## src/rtl/gpio_bank_pkg.sv

```systemverilog
// Shared opcode/state encodings and command field positions for the GPIO bank controller.
package gpio_bank_pkg;

  typedef enum logic [3:0] {
    OP_WR_OUT    = 4'd0,
    OP_WR_OE     = 4'd1,
    OP_SET       = 4'd2,
    OP_CLR       = 4'd3,
    OP_TGL       = 4'd4,
    OP_RD_IN     = 4'd5,
    OP_WR_EMASK  = 4'd6,
    OP_RD_EDGE   = 4'd7,
    OP_WAIT_EDGE = 4'd8
  } opcode_e;

  typedef enum logic [1:0] {
    ST_IDLE = 2'd0,
    ST_RESP = 2'd1,
    ST_WAIT = 2'd2
  } state_e;

  // Field MSBs are given as offsets below DATABITWIDTH (opcode at DW-1, channel at DW-5).
  localparam int unsigned OPC_W       = 4;
  localparam int unsigned CH_W        = 4;
  localparam int unsigned OPC_TOP_OFS = 1;
  localparam int unsigned CH_TOP_OFS  = 5;
  localparam logic [3:0]  OPC_MAX     = 4'd8;

endpackage

```

## src/rtl/gpio_bank_channel.sv

```systemverilog
// One GPIO channel: OUT/OE/EMASK registers, 2-flop input synchroniser and sticky rising-edge capture.
module gpio_bank_channel
  import gpio_bank_pkg::*;
#(
  parameter int unsigned PORTWIDTH = 8
) (
  input  logic                 clk,
  input  logic                 async_rst_n,
  input  logic                 i_we,
  input  logic [OPC_W-1:0]     i_opc,
  input  logic [PORTWIDTH-1:0] i_payload,
  input  logic                 i_rd_clr,
  input  logic                 i_wait_clr,
  input  logic [PORTWIDTH-1:0] i_pin,
  output logic [PORTWIDTH-1:0] o_out,
  output logic [PORTWIDTH-1:0] o_oe,
  output logic [PORTWIDTH-1:0] o_emask,
  output logic [PORTWIDTH-1:0] o_out_nxt,
  output logic [PORTWIDTH-1:0] o_oe_nxt,
  output logic [PORTWIDTH-1:0] o_emask_nxt,
  output logic [PORTWIDTH-1:0] o_sync,
  output logic [PORTWIDTH-1:0] o_sticky,
  output logic [PORTWIDTH-1:0] o_pend
);

  logic [PORTWIDTH-1:0] r_out, r_oe, r_emask, r_meta, r_sync, r_prev, r_sticky;
  logic [PORTWIDTH-1:0] w_out_nxt, w_oe_nxt, w_emask_nxt, w_rise, w_sticky_d;

  always_comb begin
    w_out_nxt   = r_out;
    w_oe_nxt    = r_oe;
    w_emask_nxt = r_emask;
    case (i_opc)
      OP_WR_OUT:   w_out_nxt   = i_payload;
      OP_WR_OE:    w_oe_nxt    = i_payload;
      OP_SET:      w_out_nxt   = r_out | i_payload;
      OP_CLR:      w_out_nxt   = r_out & ~i_payload;
      OP_TGL:      w_out_nxt   = r_out ^ i_payload;
      OP_WR_EMASK: w_emask_nxt = i_payload;
      default: ;
    endcase
  end

  assign w_rise = r_sync & ~r_prev & r_emask;

  // A read-clear keeps an edge arriving in the same cycle; a wait-clear already reported it.
  always_comb begin
    w_sticky_d = r_sticky | w_rise;
    if (i_wait_clr) begin
      w_sticky_d = '0;
    end else if (i_rd_clr) begin
      w_sticky_d = w_rise;
    end
  end

  always_ff @(posedge clk or negedge async_rst_n) begin
    if (!async_rst_n) begin
      r_out    <= '0;
      r_oe     <= '0;
      r_emask  <= '0;
      r_meta   <= '0;
      r_sync   <= '0;
      r_prev   <= '0;
      r_sticky <= '0;
    end else begin
      r_meta   <= i_pin;
      r_sync   <= r_meta;
      r_prev   <= r_sync;
      r_sticky <= w_sticky_d;
      if (i_we) begin
        r_out   <= w_out_nxt;
        r_oe    <= w_oe_nxt;
        r_emask <= w_emask_nxt;
      end
    end
  end

  assign o_out       = r_out;
  assign o_oe        = r_oe;
  assign o_emask     = r_emask;
  assign o_out_nxt   = w_out_nxt;
  assign o_oe_nxt    = w_oe_nxt;
  assign o_emask_nxt = w_emask_nxt;
  assign o_sync      = r_sync;
  assign o_sticky    = r_sticky;
  assign o_pend      = r_sticky | w_rise;

endmodule

```

## src/rtl/gpio_bank_controller.sv

```systemverilog
// GPIO bank controller: decodes IO-bus commands, drives per-channel registers, returns responses.
module gpio_bank_controller
  import gpio_bank_pkg::*;
#(
  parameter int unsigned DATABITWIDTH = 16,
  parameter int unsigned PORTWIDTH    = 8,
  parameter int unsigned CHANNELS     = 4
) (
  input  logic                          clk,
  input  logic                          async_rst_n,
  input  logic                          IOOut_REQ,
  output logic                          IOOut_ACK,
  input  logic                          IOOut_ResponseRequested,
  input  logic [3:0]                    IOOut_DestReg,
  input  logic [DATABITWIDTH-1:0]       IOOut_Data,
  output logic                          IOIn_REQ,
  input  logic                          IOIn_ACK,
  output logic                          IOIn_RegResponseFlag,
  output logic                          IOIn_MemResponseFlag,
  output logic [3:0]                    IOIn_DestReg,
  output logic [DATABITWIDTH-1:0]       IOIn_Data,
  input  logic [CHANNELS*PORTWIDTH-1:0] GPIO_DIn,
  output logic [CHANNELS*PORTWIDTH-1:0] GPIO_DOut,
  output logic [CHANNELS*PORTWIDTH-1:0] GPIO_DOutEn
);

  localparam int unsigned PAD_W = DATABITWIDTH - PORTWIDTH;

  state_e                  r_state, w_state_d;
  logic [DATABITWIDTH-1:0] r_data, w_data_d;
  logic [3:0]              r_dest, w_dest_d;
  logic [CH_W-1:0]         r_wait_ch, w_wait_ch_d;

  logic [OPC_W-1:0]     w_opc;
  logic [CH_W-1:0]      w_ch;
  logic [PORTWIDTH-1:0] w_payload, w_resp_val, w_wait_val;
  logic                 w_accept, w_ch_ok, w_legal, w_wait_hit;
  logic [CHANNELS-1:0]  w_sel, w_we, w_rd_clr, w_wait_clr;

  logic [PORTWIDTH-1:0] w_out[CHANNELS], w_oe[CHANNELS], w_emask[CHANNELS];
  logic [PORTWIDTH-1:0] w_out_nxt[CHANNELS], w_oe_nxt[CHANNELS], w_emask_nxt[CHANNELS];
  logic [PORTWIDTH-1:0] w_sync[CHANNELS], w_sticky[CHANNELS], w_pend[CHANNELS];

  assign w_opc     = IOOut_Data[DATABITWIDTH-OPC_TOP_OFS -: OPC_W];
  assign w_ch      = IOOut_Data[DATABITWIDTH-CH_TOP_OFS -: CH_W];
  assign w_payload = IOOut_Data[PORTWIDTH-1:0];

  if (DATABITWIDTH > PORTWIDTH + 8) begin : g_unused
    logic w_unused_mid;
    assign w_unused_mid = ^IOOut_Data[DATABITWIDTH-9:PORTWIDTH];
  end

  // Reset gates ACK so no command can be accepted while the bank is held in reset.
  assign IOOut_ACK = (r_state == ST_IDLE) && async_rst_n;
  assign w_accept  = IOOut_REQ && IOOut_ACK;
  assign w_ch_ok   = {{(32-CH_W){1'b0}}, w_ch} < CHANNELS;
  assign w_legal   = (w_opc <= OPC_MAX) && w_ch_ok;

  for (genvar c = 0; c < CHANNELS; c++) begin : g_ch
    assign w_sel[c]      = (w_ch == CH_W'(c));
    assign w_we[c]       = w_accept && w_legal && w_sel[c];
    assign w_rd_clr[c]   = w_we[c] && (w_opc == OP_RD_EDGE);
    assign w_wait_clr[c] = (r_state == ST_WAIT) && w_wait_hit && (r_wait_ch == CH_W'(c));

    gpio_bank_channel #(
      .PORTWIDTH(PORTWIDTH)
    ) u_channel (
      .clk        (clk),
      .async_rst_n(async_rst_n),
      .i_we       (w_we[c]),
      .i_opc      (w_opc),
      .i_payload  (w_payload),
      .i_rd_clr   (w_rd_clr[c]),
      .i_wait_clr (w_wait_clr[c]),
      .i_pin      (GPIO_DIn[c*PORTWIDTH +: PORTWIDTH]),
      .o_out      (w_out[c]),
      .o_oe       (w_oe[c]),
      .o_emask    (w_emask[c]),
      .o_out_nxt  (w_out_nxt[c]),
      .o_oe_nxt   (w_oe_nxt[c]),
      .o_emask_nxt(w_emask_nxt[c]),
      .o_sync     (w_sync[c]),
      .o_sticky   (w_sticky[c]),
      .o_pend     (w_pend[c])
    );

    assign GPIO_DOut[c*PORTWIDTH +: PORTWIDTH]   = w_out[c];
    assign GPIO_DOutEn[c*PORTWIDTH +: PORTWIDTH] = w_oe[c];
  end

  always_comb begin
    w_resp_val = '0;
    for (int unsigned c = 0; c < CHANNELS; c++) begin
      if (w_sel[c]) begin
        case (w_opc)
          OP_WR_OUT, OP_SET, OP_CLR, OP_TGL: w_resp_val = w_out_nxt[c];
          OP_WR_OE:    w_resp_val = w_oe_nxt[c];
          OP_WR_EMASK: w_resp_val = w_emask_nxt[c];
          OP_RD_IN:    w_resp_val = w_sync[c];
          OP_RD_EDGE:  w_resp_val = w_sticky[c];
          default:     w_resp_val = '0;
        endcase
      end
    end
  end

  always_comb begin
    w_wait_val = '0;
    w_wait_hit = 1'b0;
    for (int unsigned c = 0; c < CHANNELS; c++) begin
      if (r_wait_ch == CH_W'(c)) begin
        w_wait_val = w_pend[c];
        w_wait_hit = |(w_pend[c] & w_emask[c]);
      end
    end
  end

  always_comb begin
    w_state_d   = r_state;
    w_data_d    = r_data;
    w_dest_d    = r_dest;
    w_wait_ch_d = r_wait_ch;
    case (r_state)
      ST_IDLE: begin
        if (w_accept) begin
          w_dest_d = IOOut_DestReg;
          if (w_legal && (w_opc == OP_WAIT_EDGE)) begin
            w_state_d   = ST_WAIT;
            w_wait_ch_d = w_ch;
          end else if (IOOut_ResponseRequested) begin
            w_state_d = ST_RESP;
            w_data_d  = w_legal ? {{PAD_W{1'b0}}, w_resp_val} : '0;
          end
        end
      end
      ST_WAIT: begin
        if (w_wait_hit) begin
          w_state_d = ST_RESP;
          w_data_d  = {{PAD_W{1'b0}}, w_wait_val};
        end
      end
      ST_RESP: begin
        if (IOIn_ACK) w_state_d = ST_IDLE;
      end
      default: w_state_d = ST_IDLE;
    endcase
  end

  always_ff @(posedge clk or negedge async_rst_n) begin
    if (!async_rst_n) begin
      r_state   <= ST_IDLE;
      r_data    <= '0;
      r_dest    <= '0;
      r_wait_ch <= '0;
    end else begin
      r_state   <= w_state_d;
      r_data    <= w_data_d;
      r_dest    <= w_dest_d;
      r_wait_ch <= w_wait_ch_d;
    end
  end

  assign IOIn_REQ             = (r_state == ST_RESP);
  assign IOIn_RegResponseFlag = IOIn_REQ;
  assign IOIn_MemResponseFlag = 1'b0;
  assign IOIn_DestReg         = r_dest;
  assign IOIn_Data            = r_data;

endmodule
```

## config.mk

```make
export PLATFORM = sky130hd
export DESIGN_NAME = gpio_bank_controller
export DESIGN_NICKNAME = d
export VERILOG_FILES = /design/src/rtl/gpio_bank_pkg.sv /design/src/rtl/gpio_bank_channel.sv /design/src/rtl/gpio_bank_controller.sv
export SDC_FILE = /design/constraint.sdc
export NUM_CORES = 1
export LEC_CHECK = 0
export ABC_AREA = 1
export CORE_ASPECT_RATIO = 0.9
export CORE_MARGIN = 2
export CORE_UTILIZATION = 55
export CTS_CLUSTER_SIZE = 8
export DETAILED_ROUTE_END_ITERATION = 7
export PLACE_DENSITY_LB_ADDON = 0.3
export SLEW_MARGIN = 30
export SYNTH_ARGS = -nofsm -noshare
export SYNTH_HDL_FRONTEND = slang
export SYNTH_SLANG_ARGS = --single-unit
export TNS_END_PERCENT = 100
```

## constraint.sdc

```tcl
create_clock -name clk -period 2.15 [get_ports clk]
set_clock_uncertainty 0.1 [all_clocks]
set_input_delay 0.3225 -clock clk [delete_from_list [all_inputs] [get_ports clk]]
set_output_delay 0.3225 -clock clk [all_outputs]
set_load 0.02 [all_outputs]
```

==> results of run 1 <==
[registers in the layout (all words and copies together) (netlist names), 8 cells and up]
| signal | flops |
|---|---|
| g_ch.u_channel.o_emask | 32 |
| g_ch.u_channel.o_sync | 32 |
| g_ch.u_channel.o_out | 32 |
| g_ch.u_channel.o_oe | 32 |
| IOIn_Data | 8 |
| g_ch.u_channel.r_meta | 32 |
| g_ch.u_channel.o_sticky | 32 |
| g_ch.u_channel.r_prev | 32 |
[critical path: cells and delay by family]
family	cells	cell delay, ns
buffers and inverters	7	1.27
and+or+nand+nor	6	0.70
AOI/OAI and AO/OA	1	0.21
[kinds of logic (layout without fill, tap and decap cells)]
| kind of cell | Yosys count | after routing | synth area share [%] |
|---|---|---|---|
| simple gates | 668 | 668 | 23.6 |
| flops | 242 | 242 | 50.5 |
| buf+inv | 229 | 580 | 7.82 |
| compound gates | 216 | 216 | 10.8 |
| fa+ha+maj | 64 | 64 | 6.68 |
| mux | 7 | 7 | 0.585 |
| other cells | 1 | 9 | 0.0313 |
[worst paths after layout]
| check | slack, ns | to | cells past startpoint | from |
|---|---|---|---|---|
| max | -0.007 | g_ch[0].u_channel.o_sticky[1] | 14 | async_rst_n |
| min in group asynchronous | 0.38 | g_ch[1].u_channel.o_oe[6] | 3 | async_rst_n |
| max reg2reg | 0.10 | g_ch[0].u_channel.o_sticky[1] | 13 | r_state[1] |
| min | 0.14 | g_ch[3].u_channel.r_meta[2] | 1 | GPIO_DIn[26] |
| max in group asynchronous | 0.34 | g_ch[3].u_channel.o_out[2] | 4 | async_rst_n |
| min reg2reg | 0.23 | g_ch[3].u_channel.o_sync[1] | 0 | g_ch[3].u_channel.r_meta[1] |
[metal layers]
layer / global-route usage (%) / part of all wire (%) / routed length (µm)
met1: 47.5 / 40 / 16300
met2: 56.8 / 45 / 18200
met3: 6.22 / 9.5 / 3890
met4: 18.0 / 5.9 / 2420
met5: 0 / 0 / 0
[metrics by stage]
step / util, % / setup TNS, ns
after CTS: 74.9 / 0
after global routing: 75.9 / -0.191
after global placement: 70.3 / -21.33
after detailed placement: 70.3 / -25.92
final: 75.9 / -0.00710
after floorplan: - / 0
[where the power goes]
part / total (mW) / switching (mW) / internal (mW)
Combinational: 1.59 / 0.943 / 0.643
Sequential: 4.91 / 0.136 / 4.77
Clock: 5.03 / 1.98 / 3.05
[synth_stat cells, types with 2 or more instances]
library cell	number	area share (%)
a21oi_1	34	1.4
a22oi_1	7	0.44
a2bb2oi_1	26	1.9
a31oi_1	3	0.16
buf_2	17	0.71
buf_4	15	0.94
clkbuf_1	4	0.13
dfrtp_1	242	51
ha_1	64	6.7
inv_1	177	5.5
inv_2	15	0.47
mux2i_1	7	0.58
nand2_1	421	13
nand2_2	8	0.42
nand3_1	85	3.5
nand3b_1	13	0.81
nand4_1	3	0.16
nor2_1	110	3.4
nor2_2	13	0.68
nor2_4	11	1.0
nor3_2	2	0.17
o2111ai_1	7	0.51
o21a_1	22	1.4
o21ai_0	77	3.2
o21ai_1	32	1.3
o22ai_1	6	0.31
[repair_timing]
action | CTS | global route
hold buffers | 1 | 0
hold endpoints to repair | 182 | 0
pin swaps | 0 | 1
setup endpoints to repair | 3 | 37
cloned | 0 | 0
setup buffers | 0 | 18
resized for setup | 3 | 27
[cell type report]
cell class | count | area, µm²
repair buffers | 346 | 3110
multi-input cells | 964 | 5070
flip-flops and latches | 242 | 6060
clock inverters | 3 | 53.8
well taps | 291 | 364
fillers | 1571 | 5180
inverters | 193 | 739
clock buffers | 38 | 930
==> flow_summary.toml, run 1 <==
[global_route]
overflow = 0
grt_pass1_vias = 11200
grt_pass1_wl_um = 62200
grt_max_degree = 146
grt.total_usage_pct = 35.6
antenna_found_initial = 0

[placed_design]
place_ws_ns = -0.457
port_buffers = 135
dpl.hpwl_um = 30000
place.gp.congestion = 1.01
placed_cell_area_um2 = 15100
place_inst = 2017

[critical_path]
arrival_ns = 2.51
cp_data_required_time_ns = 2.50
criticalPathCategory = "input pin to register"
path_max_fanout = 5
cp-end-kind = "register"
crit_chain = "dlygate4sd3_1, buf_8, inv_1, nor2_2, nand2_1, inv_2, nand2_2, inv_2, nand2_2, nor2_2, buf_4, o21ai_0, nand2_1, inv_1"
crit_slowest_cell = "dlygate4sd3_1"
worstSetupStartpointType = "input pin"
slowest_delay_ns = 0.56

[flow_run]
cap_violations = 0

[cells_and_area]
finalNetCount = 1904
stdcell_area_um2 = 16300
diodes = 0
final_cell_mix = "420 x nand2_1, 242 x dfrtp_1, 195 x buf_4"
syn_to_final_growth_pct = 36.2
instances_no_fill = 2077
drive_gt1_share_pct = 18.0
mostFrequentLayoutCell = "nand2_1"

[timing]
fin_crit_ns = 2.16
setup_viol = 1
setup_slack_ns = -0.00710
max_freq_mhz = 464
grt_setup_unrepaired = "yes"
finalCritPeriodShare_pct = 100
whs_ns = 0.139
worst_slew_pin_slew_ns = 0.922
slew_viol_final = 0
slew_headroom_pct = 38.6
hold_viol_final = 0

[routing]
detail-route-antenna-nets = 0
drtIter0Drc = 1166
wl_um = 40800
drcViolationCount = 0
num_vias = 11300
vias_per_cell = 5.46
dr.pass1.iters = 6
routedWlPerCell_um = 19.7

[synthesis]
synth-main-ff-cell = "dfrtp_1"
avgSynthCellArea_um2 = 8.40
netlist_area_um2 = 12000
async_flop_share_pct = 100
ys_types = 32
ys_seq_elements = 242
synthCells = 1427
yosys_warnings = 0
seq_area_frac_synth_pct = 50.5
synth_edf_count = 0

[floorplan]
rows = 51
die-area_um2 = 23000
io_pins = 145
start_util_pct = 55.7
fp.dieW_um = 160
coreArea_um2 = 21500
die_y_um = 144

[cts]
cts_sinks = 242
clk_latency_ns = 0.52
numCtsBuffers = 36
cts_root_buf = "clkbuf_16"
htree_num_levels = 2
cts_tree = "built"
clock_path_buffers = 3
clk_pin_slew_ns = 0.05

[status]
violations = "setup timing"
outcome = "complete, but fails checks"

[worst_hold_path]
min_path_type = "input pin to register"

[power]
ir_drop_v = 0.000901
cellPowerDensity_nw_per_um2 = 706
finalPower_mw = 11.5
p_leak_nw = 8.41
(Power assumes the default switching activity.)
==> run 2, diff against run 1 <==
==> constraint.sdc (replaced) <==
create_clock -name clk -period 2.15 [get_ports clk]
set_clock_uncertainty 0.1 [all_clocks]
set_input_delay 0.5375 -clock clk [delete_from_list [all_inputs] [get_ports clk]]
set_output_delay 0.5375 -clock clk [all_outputs]
set_load 0.02 [all_outputs]
==> run 2 against run 1 <==
  * The run ends with hold timing left
  * Die area did not move
  * Worst hold slack got worse by 0.16 ns
  * Setup slack improved by 0.015 ns
  * Critical endpoint is now IOIn_Data[0]
  * Fmax rose by 0.71%
  * Highest routed layer unchanged
  * Via count rose by 4.8%
  * Largest power group unchanged
==> flow_summary.toml, run 2 (synthesized netlist as in run 1, its figures left out) <==
[cells_and_area]
final_cell_mix = "417 x nand2_1, 242 x dfrtp_1, 190 x buf_4"
syn_to_final_growth_pct = 41.1
fin_util_pct = 78.6
diodes = 0
drive_gt1_share_pct = 21.6
finalNetCount = 1922
mostFrequentLayoutCell = "nand2_1"

[global_route]
overflow = 0
grt.total_usage_pct = 36.1
grt_pass1_wl_um = 63400
grt_max_degree = 160
antenna_found_initial = 0
grt_pass1_vias = 11500

[critical_path]
crit_slowest_cell = "clkdlybuf4s50_1"
worstSetupStartpointType = "register"
r2r-start = "r_state[1]"
path_depth = 1
cp_data_required_time_ns = 1.51
r2r_setup_slack_ns = 0.07
arrival_ns = 1.50
slowest_delay_ns = 0.62
startpoint = "IOIn_Data[0]"
r2r_cells = 11
cpLargestDelayFamily = "buffers and inverters"
crit_chain = "clkdlybuf4s50_1"
critical_path_buf_inv_count = 1
criticalPathCategory = "register to output port"
cp-end-kind = "output port"
r2r-end = "g_ch[0].u_channel.o_emask[2]"
endpoint = "IOIn_Data[0]"
path_max_fanout = 2

[timing]
fin_crit_ns = 2.14
hold_viol_final = 8
max_freq_mhz = 467
whs_ns = -0.0256
finalCritPeriodShare_pct = 99.6
finalSetupTns_ns = 0
setup_viol = 0
setup_slack_ns = 0.00814
slew_headroom_pct = 52.8
worst_slew_pin_slew_ns = 0.708
slew_viol_final = 0

[power]
ir_drop_v = 0.000644
finalPower_mw = 11.6
p_leak_nw = 9.17
cellPowerDensity_nw_per_um2 = 688

[worst_hold_path]
min_path_type = "input pin to asynchronous set/reset pin"

[floorplan]
io_pins = 145
coreArea_um2 = 21500
fp.dieW_um = 160
die-area_um2 = 23000
rows = 51
start_util_pct = 55.7
die_y_um = 144

[cts]
clk_pin_slew_ns = 0.05
numCtsBuffers = 36
clock_path_buffers = 3
cts_tree = "built"
htree_num_levels = 2
cts_root_buf = "clkbuf_16"
cts_sinks = 242
clk_latency_ns = 0.54
ctsHoldBuffers = 0

[routing]
num_vias = 11900
drtIter0Drc = 1253
vias_per_cell = 5.67
wl_met1_um = 17200
route.met3.wl_um = 3950
routedWlPerCell_um = 20.7
detail-route-antenna-nets = 0
drcViolationCount = 0
dr.pass1.iters = 7
wl_met2_um = 20000
highest_layer = "met4"
wl_um = 43400

[placed_design]
port_buffers = 135
dpl.hpwl_um = 30000
place.gp.congestion = 0.999
place_ws_ns = -0.713

[status]
outcome = "complete, but fails checks"
violations = "hold timing"

[flow_run]
cap_violations = 0
[run 2: cell count changes in the layout (fill, tap and decap cells not counted), moves of 10 or more]
cell | previous run | this run
clkdlybuf4s50_1 | 127 | 59
dlygate4sd2_1 | 3 | 46
o21ai_0 | 77 | 67
nor2_4 | 12 | 22
buf_12 | 13 | 23
nor2_1 | 97 | 80
dlymetal6s2s_1 | 4 | 26
[run 2: worst min path at each step]
stage	startpoint	end
4_1_cts	async_rst_n	g_ch[1].u_channel.o_oe[6]
5_1_grt	async_rst_n	r_wait_ch[3]
3_5_place_dp	g_ch[1].u_channel.r_meta[1]	g_ch[1].u_channel.o_sync[1]
2_1_floorplan	async_rst_n	IOIn_Data[0]
6_report	async_rst_n	r_wait_ch[3]
3_3_place_gp	g_ch[2].u_channel.r_meta[7]	g_ch[2].u_channel.o_sync[7]
[run 2: area by class of cell]
class                   instances  area (µm²)
flip-flops and latches        242        6060
multi-input cells             965        5310
fillers                      1468        4590
repair buffers                363        3460
clock buffers                  37         926
inverters                     193         754
well taps                     291         364
clock inverters                 3        48.8
[run 2: metrics by stage]
step	cells	area, µm²	hold slack (ns)
after global placement	2023	15200	0.232
final	2094	16900	-0.0256
after global routing	2094	16900	0.00403
after floorplan	1435	12000	0.142
after CTS	2081	16500	0.212
after detailed placement	2023	15200	0.235
[run 2: tightest hold or removal path: cells and delay by family]
kind	cells	cell delay (ns)
buf+inv	3	0.43
[run 2: metal layers]
| layer | up-vias | track usage, % |
|---|---|---|
| met1 | 5756 | 48.0 |
| li1 | 5264 | - |
| met4 | 0 | 17.2 |
| met2 | 694 | 58.0 |
| met3 | 169 | 6.65 |
| met5 | - | 0 |
[run 2: report_power, final]
part,total (mW),internal (mW),switching (mW)
clock network,5.06,3.05,2.01
logic,1.67,0.686,0.985
registers,4.91,4.77,0.138
total,11.6,8.51,3.13
[run 2: what timing repair did]
item / in CTS / in global routing
buffers inserted: 18 / 8
pin swaps: 4 / 15
cloned: 0 / 4
setup endpoints to repair: 96 / 76
resized for setup: 84 / 103
